**config.mk**
```make
export PLATFORM = sky130hd
export DESIGN_NAME = vm_credit_fsm
export DESIGN_NICKNAME = d
export VERILOG_FILES = /design/src/rtl/vm_credit_fsm.sv
export SDC_FILE = /design/constraint.sdc
export NUM_CORES = 1
export LEC_CHECK = 0
export ABC_AREA = 1
export CORE_MARGIN = 4
export CORE_UTILIZATION = 45
export DETAILED_ROUTE_END_ITERATION = 8
export GPL_TIMING_DRIVEN = 0
export HOLD_SLACK_MARGIN = 0.02
export PLACE_DENSITY = 0.68
export REMOVE_ABC_BUFFERS = 1
export SLEW_MARGIN = 20
export SYNTH_ARGS = -nofsm -noshare
export SYNTH_HDL_FRONTEND = slang
export SYNTH_SLANG_ARGS = --single-unit
export TNS_END_PERCENT = 1
```
**constraint.sdc**
```tcl
create_clock -name clk -period 2.6 [get_ports clk]
set_input_delay 0.26 -clock clk [delete_from_list [all_inputs] [get_ports clk]]
set_output_delay 0.26 -clock clk [all_outputs]
set_load 0.03 [all_outputs]
```
**src/rtl/vm_credit_fsm.sv**
```systemverilog
// Credit-accumulating vending controller with one-UNIT-per-beat change return.
// Optional refund request port enabled by defining VM_CANCEL_EN.
module vm_credit_fsm #(
    parameter int CREDIT_W = 8,
    parameter int PRICE    = 10,
    parameter int UNIT     = 5,
    parameter int V1       = 5,
    parameter int V2       = 10,
    parameter int V3       = 20
) (
    input  logic                clk,
    input  logic                rstn,
    input  logic [1:0]          cash_in,
`ifdef VM_CANCEL_EN
    input  logic                cancel,
`endif
    input  logic                chg_ready,
    output logic                purchase,
    output logic                chg_valid,
    output logic                coin_reject,
    output logic [CREDIT_W-1:0] credit,
    output logic                busy
);

    typedef enum logic [1:0] {
        S_IDLE,
        S_COLLECT,
        S_VEND,
        S_CHANGE
    } state_t;

    localparam logic [CREDIT_W:0]   MAX_W   = {1'b0, {CREDIT_W{1'b1}}};
    localparam logic [CREDIT_W:0]   PRICE_W = (CREDIT_W+1)'(PRICE);
    localparam logic [CREDIT_W-1:0] PRICE_C = CREDIT_W'(PRICE);
    localparam logic [CREDIT_W-1:0] UNIT_C  = CREDIT_W'(UNIT);

    state_t              state, state_n;
    logic [CREDIT_W-1:0] credit_q, credit_n;
    logic                rej_q, rej_n;
    logic [CREDIT_W:0]   coin_v;
    logic [CREDIT_W:0]   sum;
    logic                coin;
    logic                cancel_req;

    assign coin = (cash_in != 2'b00);

`ifdef VM_CANCEL_EN
    assign cancel_req = cancel;
`else
    assign cancel_req = 1'b0;
`endif

    always_comb begin
        coin_v = '0;
        unique case (cash_in)
            2'b01:   coin_v = (CREDIT_W+1)'(V1);
            2'b10:   coin_v = (CREDIT_W+1)'(V2);
            2'b11:   coin_v = (CREDIT_W+1)'(V3);
            default: coin_v = '0;
        endcase
    end

    // One extra bit so an overflowing coin is detected rather than wrapped.
    assign sum = {1'b0, credit_q} + coin_v;

    always_comb begin
        state_n  = state;
        credit_n = credit_q;
        rej_n    = 1'b0;
        unique case (state)
            S_IDLE, S_COLLECT: begin
                if (state == S_COLLECT && cancel_req) begin
                    state_n = S_CHANGE;
                    rej_n   = coin;
                end else if (coin) begin
                    if (sum > MAX_W) begin
                        rej_n = 1'b1;
                    end else begin
                        credit_n = sum[CREDIT_W-1:0];
                        state_n  = (sum >= PRICE_W) ? S_VEND : S_COLLECT;
                    end
                end
            end
            S_VEND: begin
                rej_n    = coin;
                credit_n = credit_q - PRICE_C;
                state_n  = (credit_n != '0) ? S_CHANGE : S_IDLE;
            end
            S_CHANGE: begin
                rej_n = coin;
                if (chg_ready) begin
                    credit_n = credit_q - UNIT_C;
                    if (credit_n == '0) state_n = S_IDLE;
                end
            end
            default: begin
                state_n  = S_IDLE;
                credit_n = '0;
            end
        endcase
    end

    always_ff @(posedge clk) begin
        if (!rstn) begin
            state    <= S_IDLE;
            credit_q <= '0;
            rej_q    <= 1'b0;
        end else begin
            state    <= state_n;
            credit_q <= credit_n;
            rej_q    <= rej_n;
        end
    end

    assign purchase    = (state == S_VEND);
    assign chg_valid   = (state == S_CHANGE);
    assign busy        = (state == S_VEND) || (state == S_CHANGE);
    assign coin_reject = rej_q;
    assign credit      = credit_q;

endmodule

```
Word-level counts from Yosys, hierarchy flattened. Index checks and enable logic that the tools add are counted.

Register bits: 11. Input port bits: 5. Output and inout bits: 12. Word-level logic and storage cells: 42.

$add $sub $neg: 3. $lt $le $gt $ge: 2. Equal/unequal tests: 10. Mux-type cells: 15. Reduce and logical (&&, ||, !) cells: 9.

Operators with widths (count): $mux 8 (3); $pmux 8 s3 (1); $pmux 5 s3 (1); $mux 2 (6); $add 8x9->9 (1); $ge 9x4->1 const B (1); $gt 9x8->1 const B (1); $eq 2x2->1 const B (4); $logic_not 8->1 (1); $reduce_bool 8->1 (1); $sub 8x3->8 const B (1); $sub 8x4->8 const B (1); $ne 2x2->1 const B (3); $pmux 2 s3 (1); $eq 2x1->1 const B (2); $reduce_and 4->1 (1); $reduce_or 2->1 (2); $reduce_and 3->1 (1); $logic_not 2->1 (1); $mux 1 (2); $ne 2x1->1 const B (1); $pmux 1 s2 (1); $reduce_bool 2->1 (1); $logic_or 1x1->1 (1).

Logic depth before layout (Yosys ltp). Gate-level depths: netlist of run 1.

Word-level depth: 8. Mapped depth: 18. Gate-level depth less buffers: 18.

Worst setup path after synthesis of run 1. Ideal clock, no wire load.

Kind: register to register. Start: reg credit_q[1] (netlist: credit[1]). End: reg credit_q[3] (netlist: credit[3]). Setup time: 0.119 ns. Data arrival time: 1.943 ns. Data required time: 2.481 ns. Setup slack: 0.538 ns. Cell stages (with the launch flop): 16. Path buffers: 1. Clock period less this slack: 2.062 ns. Path through: dfxtp_1 > nand3_2 > nand2_1 > inv_1 > ha_1 > inv_1 > nand2_1 > nand2_2 > nand2_4 > nand4_2 > nand3_2 > nand2_4 > nand2_4 > buf_6 > nor3_1 > nor3_2.

Word-level cells in the longest chain between the ends: 4. Elaborated cells on any way between the ends: 10. Classes of those cells: 3 x add/sub; 1 x order compare; 1 x eq/ne; 4 x mux; 1 x reduce/logical.

RTL lines: start: declaration (RTL line 38) `logic [CREDIT_W-1:0] credit_q, credit_n;`; start signal: assignment (RTL line 110) `credit_q <= credit_n;`; $add 8x9->9 (RTL line 64) `assign sum = {1'b0, credit_q} + coin_v;`; $gt 9x8->1 / $mux 8 (equally long branches) (RTL line 76) `if (sum > MAX_W) begin`; $ne 2x2->1 (no line) / $mux 8 (equally long branches); $reduce_and 3->1 (no line) / $pmux 8 s3 (equally long branches).

Parallel ways exist; a longest one is shown, timed or not. The select of a mux whose other input is x is not followed. A chain may end at the register's enable or synchronous reset.

Final worst setup path of run 1.
Start: in cash_in[0]. End: reg credit_q[3] (netlist: credit[3]).

Word-level cells in the longest chain between the ends: 6. Elaborated cells on any way between the ends: 13. Classes of those cells: 1 x add/sub; 1 x order compare; 5 x eq/ne; 4 x mux; 2 x reduce/logical.

RTL lines: start: declaration (RTL line 13) `input logic [1:0] cash_in,`; $eq 2x2->1 / $eq 2x1->1 (equally long branches) (RTL line 55) `unique case (cash_in)`; $pmux 5 s3 (RTL line 55); $add 8x9->9 (RTL line 64); $gt 9x8->1 / $mux 8 (equally long branches) (RTL line 76); $ne 2x2->1 (no line) / $mux 8 (equally long branches); $reduce_and 3->1 (no line) / $pmux 8 s3 (equally long branches).

Parallel ways exist; a longest one is shown, timed or not. The select of a mux whose other input is x is not followed.

==> results.ini, run 1 <==
[timing]
finClkSkew_ns = 0.00472
drv_slew = 0
finalSetupViolCount = 0
relSlewSlack = 0.746
min_period_over_period = 0.837
fmax_mhz = 459
whs_ns = 0.572
tns_ns = 0
rsz0062_at_grt = false
period_needed_ns = 2.18
worst_pin_slew_ns = 0.380
hold_viol_final = 0

[cells_and_area]
stdcell_area_sq_um = 1490
drive_gt1_frac = 0.102
seq_area_sq_um = 220
multi_input_area_sq_um = 920
areaGrowthSynthToFinish_pct = 16.0
nets = 241
nFillCells = 275
diodes = 0

[worst_setup_path]
crit_required_ns = 2.76
path_max_fanout = 13
critical_path_class = primary input to register
arrival_ns = 2.34
cp-start-kind = primary input
endpoint_kind = register

[clock_tree]
cts_tree = yes
htreeDepth = 1
cts_hold_buf = 0
cts_root_buf = clkbuf_4
clock_latency_ns = 0.27
cts-buffers-inserted = 3
postCtsSetupBuffers = 0
cts_sinks = 11
clk_pin_slew_ns = 0.07
clk_path_buf_depth = 2
post_cts_resized = 0

[die]
io_pins = 17
row_count = 19
start_util = 0.468
die_h_um = 61.3
die_width_um = 61.3
die-area_sq_um = 3760
core_sq_um = 2730

[global_route]
overflow = 0
grt_max_degree = 14
antenna_found_initial = 0
grt_pass1_vias = 1141
grt_use_total = 0.182
grt_pass1_wl_um = 5150

[placed_design]
globalplace.congestion = 0.876
port_buffers = 16
dpl.hpwl_um = 2490
place_area_sq_um = 1460

[yosys]
yosysTopAreaCell = nand2_1
synth.avg_cell_area_sq_um = 6.15
ys_seq_area_frac = 0.172
synth_seq_cells = 11
synth_area_leaders = nand2_1 (18%), dfxtp_1 (17%), ha_1 (9.8%)
synth_warnings = 0
synthCells = 208
synth.top_cell.area_share = 0.179
syn-cell-area_sq_um = 1280
ys_types = 31

[run_status]
status = complete, no violations

[run]
max_cap_viol_count = 0

[power_and_ir_drop]
p_per_area_nw_per_um2 = 1310
p_leak_nw = 0.792
ir_worst_vdd_mv = 0.694
p_total_mw = 1.94

[route]
drt_wl_total_um = 3100
via_count = 1299
ant_nets = 0
vias_per_cell = 5.07
drt_drc_violations_left = 0
drt_first_iter_violations = 62
dr.pass1.iters = 4
routedWlPerCell_um = 12.1

[min_path]
hp-class = register to register

-- metrics by stage --
stage	setup WS [ns]	util	std cells
6_report	0.423	0.543	256
5_1_grt	0.210	0.543	256
4_1_cts	0.422	0.543	256
3_5_place_dp	0.139	0.534	252
3_3_place_gp	0.158	0.534	252
2_1_floorplan	0.569	-	205
-- power breakdown --
part / internal [mW] / total (mW) / leakage [nW] / switching (mW)
Combinational: 0.540 / 1.44 / 0.686 / 0.902
Sequential: 0.247 / 0.385 / 0.0913 / 0.138
Clock: 0.0595 / 0.117 / 0.0150 / 0.0576
Total: 0.847 / 1.94 / 0.792 / 1.10
-- state kept, by name, summed over array words and instances, names as in the netlist --
register	flops
coin_reject	1
state	2
credit	8
-- cells in the mapped netlist --
cell type and instances:
inv_2 3, nor3_1 2, nor2_2 2, or2_2 2, buf_2 1, nand4_2 1
xor2_1 8, and3_1 1, buf_6 1, inv_1 29, nand2_2 2, clkbuf_1 1
nand2_4 3, dfxtp_1 11, nor2_1 17, nand2_1 61, nand3_2 3, a22oi_1 1
o21ai_1 2, o21a_1 3, ha_1 10, nand3_1 14, a21oi_2 2, o211ai_1 2
nor3_2 2, o221ai_1 2, nand3b_1 2, nand4_1 3, a21oi_1 9, o22ai_1 2
o21ai_0 6
-- critical path, stage by stage --
cell and delay, ns:
clkdlybuf4s50_1 0.54, inv_2 0.09, nand2_1 0.10, nand2_1 0.08, nand2_1 0.07, inv_1 0.04
ha_1 0.18, inv_1 0.06, nand2_1 0.06, nand2_2 0.09, nand2_4 0.06, nand4_2 0.08
nand3_2 0.11, nand2_4 0.12, nand2_4 0.12, nor3_1 0.23, nor3_2 0.05
-- routing by layer --
metal | up-vias | global-route usage | share of wire
met5 | - | 0 | 0
met3 | 5 | 0.0126 | 0.061
li1 | 703 | - | -
met4 | 0 | 0.0636 | 0.014
met2 | 43 | 0.282 | 0.43
met1 | 548 | 0.267 | 0.49
-- area by class of cell --
class / count / area share
timing repair buffer: 16 / 0.108
multi-input combinational: 162 / 0.619
tap: 31 / 0.0261
sequential: 11 / 0.148
clock buffer: 4 / 0.0177
inverter: 32 / 0.0809
-- layout by cell type (no fill, tap or decap), types with 6 or more instances in the layout --
cell type	synthesis	routed
inv_1	29	29
clkdlybuf4s50_1	0	16
o21ai_0	6	6
nand3_1	14	14
dfxtp_1	11	11
nor2_1	17	17
a21oi_1	9	9
ha_1	10	10
xor2_1	8	8
nand2_1	61	61
-- kinds of logic (layout without fill, tap and decap cells) --
logic type                 count (synthesis)  in the layout  share of synthesized area
AOI/OAI and AO/OA                         29             29                      0.139
buffers and inverters                     35             52                      0.109
and+or+nand+nor                          115            115                      0.427
adders and majority gates                 10             10                     0.0978
DFF                                       11             11                      0.172
xor gates and xnor gates                   8              8                     0.0547
-- worst paths after layout --
check                           slack (ns)  depth (start not counted)        from        end
worst min-delay path                  0.57                          2   credit[0]  credit[0]
worst max-delay path                  0.42                         17  cash_in[0]  credit[3]
worst max register to register        0.47                         10   credit[1]   state[0]
worst min register to register        0.57                          2   credit[0]  credit[0]
No activity file was read; power rests on OpenSTA's default activity.
==> run 2: changes to the inputs <==
--- a/config.mk
+++ b/config.mk
@@ -11,7 +11,7 @@
 export DETAILED_ROUTE_END_ITERATION = 8
 export GPL_TIMING_DRIVEN = 0
 export HOLD_SLACK_MARGIN = 0.02
-export PLACE_DENSITY = 0.68
+export PLACE_DENSITY = 0.71
 export REMOVE_ABC_BUFFERS = 1
 export SLEW_MARGIN = 20
 export SYNTH_ARGS = -nofsm -noshare
==> constraint.sdc (replaced) <==
create_clock -name clk -period 2 [get_ports clk]
set_input_delay 0.2 -clock clk [delete_from_list [all_inputs] [get_ports clk]]
set_output_delay 0.2 -clock clk [all_outputs]
set_load 0.03 [all_outputs]
==> run 2 against run 1 <==
  * Total power grew 32%
  * Hold slack lost 0.023 ns
  * Flip-flop and latch count stayed put
  * Combinational power increased by 33%
  * Register-to-register slack got worse by 0.36 ns
  * Worst setup slack worse by 0.31 ns
  * Die area unchanged
  * Global-route usage is 1.2 points lower
  * Final cell count did not move
  * Non-clock buffer count did not move
  * Design area rose by 1.9%
  * First-iteration DRC count decreased by 34%
==> results.ini, run 2 (same netlist as run 1, synthesis figures left out) <==
[run_status]
status = complete, no violations

[placed_design]
port_buffers = 16  ; unchanged
detailedPlace.worstSlack_ns = -0.393  ; -0.532 ns
dpl.hpwl_um = 2410  ; -3.2%
place_inst = 252  ; unchanged
globalplace.congestion = 0.840  ; -4.2%

[die]
row_count = 19  ; unchanged
core_sq_um = 2730  ; unchanged
io_pins = 17  ; unchanged
die-area_sq_um = 3760  ; unchanged
die_width_um = 61.3  ; unchanged
start_util = 0.468  ; unchanged
die_h_um = 61.3  ; unchanged

[clock_tree]
cts-buffers-inserted = 3  ; unchanged
cts_sinks = 11  ; unchanged
postCtsSetupBuffers = 0  ; unchanged
cts_tree = yes
clock_latency_ns = 0.28  ; about the same
cts_hold_buf = 0  ; unchanged
clk_path_buf_depth = 2  ; unchanged
cts_root_buf = clkbuf_4
clk_pin_slew_ns = 0.07  ; about the same
htreeDepth = 1  ; unchanged

[timing]
min_period_over_period = 0.945
finClkSkew_ns = 0.00642  ; +0.00170 ns
rsz0062_at_grt = true
drv_slew = 0  ; unchanged
setup_slack_ns = 0.111  ; -0.313 ns
relSlewSlack = 0.767  ; +0.0214
period_needed_ns = 1.89
worst_pin_slew_ns = 0.348  ; -0.0320 ns
hold_viol_final = 0  ; unchanged
fmax_mhz = 529
finalSetupViolCount = 0  ; unchanged
tns_ns = 0  ; unchanged

[worst_setup_path]
cp-start-kind = register
rr_worst_depth = 16  ; +6
r2r_slack_ns = 0.11  ; -0.36 ns
r2r-end = credit[0]
crit_required_ns = 2.17  ; -0.59 ns
arrival_ns = 2.06  ; -0.28 ns
regToRegStartpoint = credit[1]
critical_path_class = register to register
endpoint_kind = register
path_max_fanout = 13  ; unchanged

[cells_and_area]
multi_input_area_sq_um = 945  ; +2.7%
final_common_cell = nand2_1
nets = 241  ; unchanged
fin_cells = 256  ; unchanged
largest_reg_flops = 8  ; unchanged
drive_gt1_frac = 0.142  ; +0.0400
most-common-layout-cells = nand2_1 (61), inv_1 (28), nor2_1 (14), nand3_1 (14), clkdlybuf4s50_1 (12)
diodes = 0  ; unchanged
nFillCells = 271  ; -1.5%
areaGrowthSynthToFinish_pct = 18.3
seq_area_sq_um = 226  ; +2.8%

[route]
drt_drc_violations_left = 0  ; unchanged
drt_first_iter_violations = 41  ; -34%
via_count = 1318  ; +1.5%
drt_wl_total_um = 2990  ; -3.5%
dr.pass1.iters = 4  ; unchanged
routedWlPerCell_um = 11.7  ; -3.5%
ant_nets = 0  ; unchanged
vias_per_cell = 5.15  ; +1.5%

[min_path]
hp-class = primary input to register
min_path_cells = 4  ; +2
min_to = coin_reject
hold_start = cash_in[0]

[power_and_ir_drop]
p_total_mw = 2.57  ; +32%
ir_worst_vdd_mv = 1.06  ; +53%
p_leak_nw = 0.809  ; +2.1%
p_per_area_nw_per_um2 = 1700  ; +30%

[global_route]
overflow = 0  ; unchanged
grt_max_degree = 14  ; unchanged
grt_use_total = 0.170  ; -0.0120
grt_pass1_vias = 1108  ; -2.9%
grt_pass1_wl_um = 4840  ; -6.2%
antenna_found_initial = 0  ; unchanged

[run]
max_cap_viol_count = 0  ; unchanged

-- run 2: changes by cell type in the layout (fill, tap and decap cells not counted), moves of 2 or more --
cell,delta
clkdlybuf4s50_1,-4
dfxtp_1,-3
dfxtp_2,+2
dlygate4sd2_1,+4
nor2_1,-3
nor2_2,+3
-- run 2: final cells by class --
type / instances / share of cell area
Multi-Input combinational cell: 162 / 0.624
Clock buffer: 4 / 0.0174
Sequential cell: 11 / 0.150
Timing Repair Buffer: 16 / 0.102
Inverter: 32 / 0.0810
Tap cell: 31 / 0.0256
-- run 2: critical path, cell delays in order, from the launching register on --
cell and delay, ns:
dfxtp_4 0.41, nand3_2 0.12, nand2_1 0.08, inv_1 0.04, ha_1 0.18, inv_1 0.07
nand2_1 0.06, nand2_2 0.08, nand2_4 0.07, nand4_2 0.08, nand3_2 0.11, nand2_4 0.13
nand2_8 0.10, nor2_2 0.11, nand2_1 0.06, nand2_1 0.05, nor2_1 0.04
-- run 2: worst max-delay path by stage --
stage	from	to	slack (ns)	cells past startpoint
floorplan	credit[1]	credit[0]	-0.03	16
global placement	cash_in[0]	credit[0]	-0.39	19
detailed placement	cash_in[1]	credit[0]	-0.39	16
CTS	credit[1]	credit[0]	0.05	17
global route	credit[1]	credit[0]	-0.03	16
finish	credit[1]	credit[0]	0.11	16
-- run 2: per-layer routing --
| layer | vias up | GRT usage | share of wire |
|---|---|---|---|
| met5 | - | 0 | 0 |
| met3 | 5 | 0.0231 | 0.053 |
| met2 | 34 | 0.254 | 0.42 |
| met4 | 0 | 0.0636 | 0.015 |
| li1 | 710 | - | - |
| met1 | 569 | 0.249 | 0.51 |
-- run 2: stage by stage --
step                hold slack (ns)  instance area, sq um  utilization
CTS                           0.540                  1480        0.542
detailed placement            0.578                  1460        0.534
finish                        0.549                  1510        0.554
global placement              0.565                  1460        0.534
floorplan                     0.321                  1260            -
global route                  0.588                  1510        0.554
-- run 2: report_power, final --
group          internal (mW)  total [mW]  leakage (nW)  switching, mW
sequential             0.333       0.514        0.0925          0.182
clock                 0.0774       0.152        0.0150         0.0750
combinational          0.717        1.91         0.701           1.19
-- run 2: repair_timing --
action                                  CTS  global route
pin swaps                                 0             0
endpoints found under the setup margin   12            10
gates resized for setup                   6            10
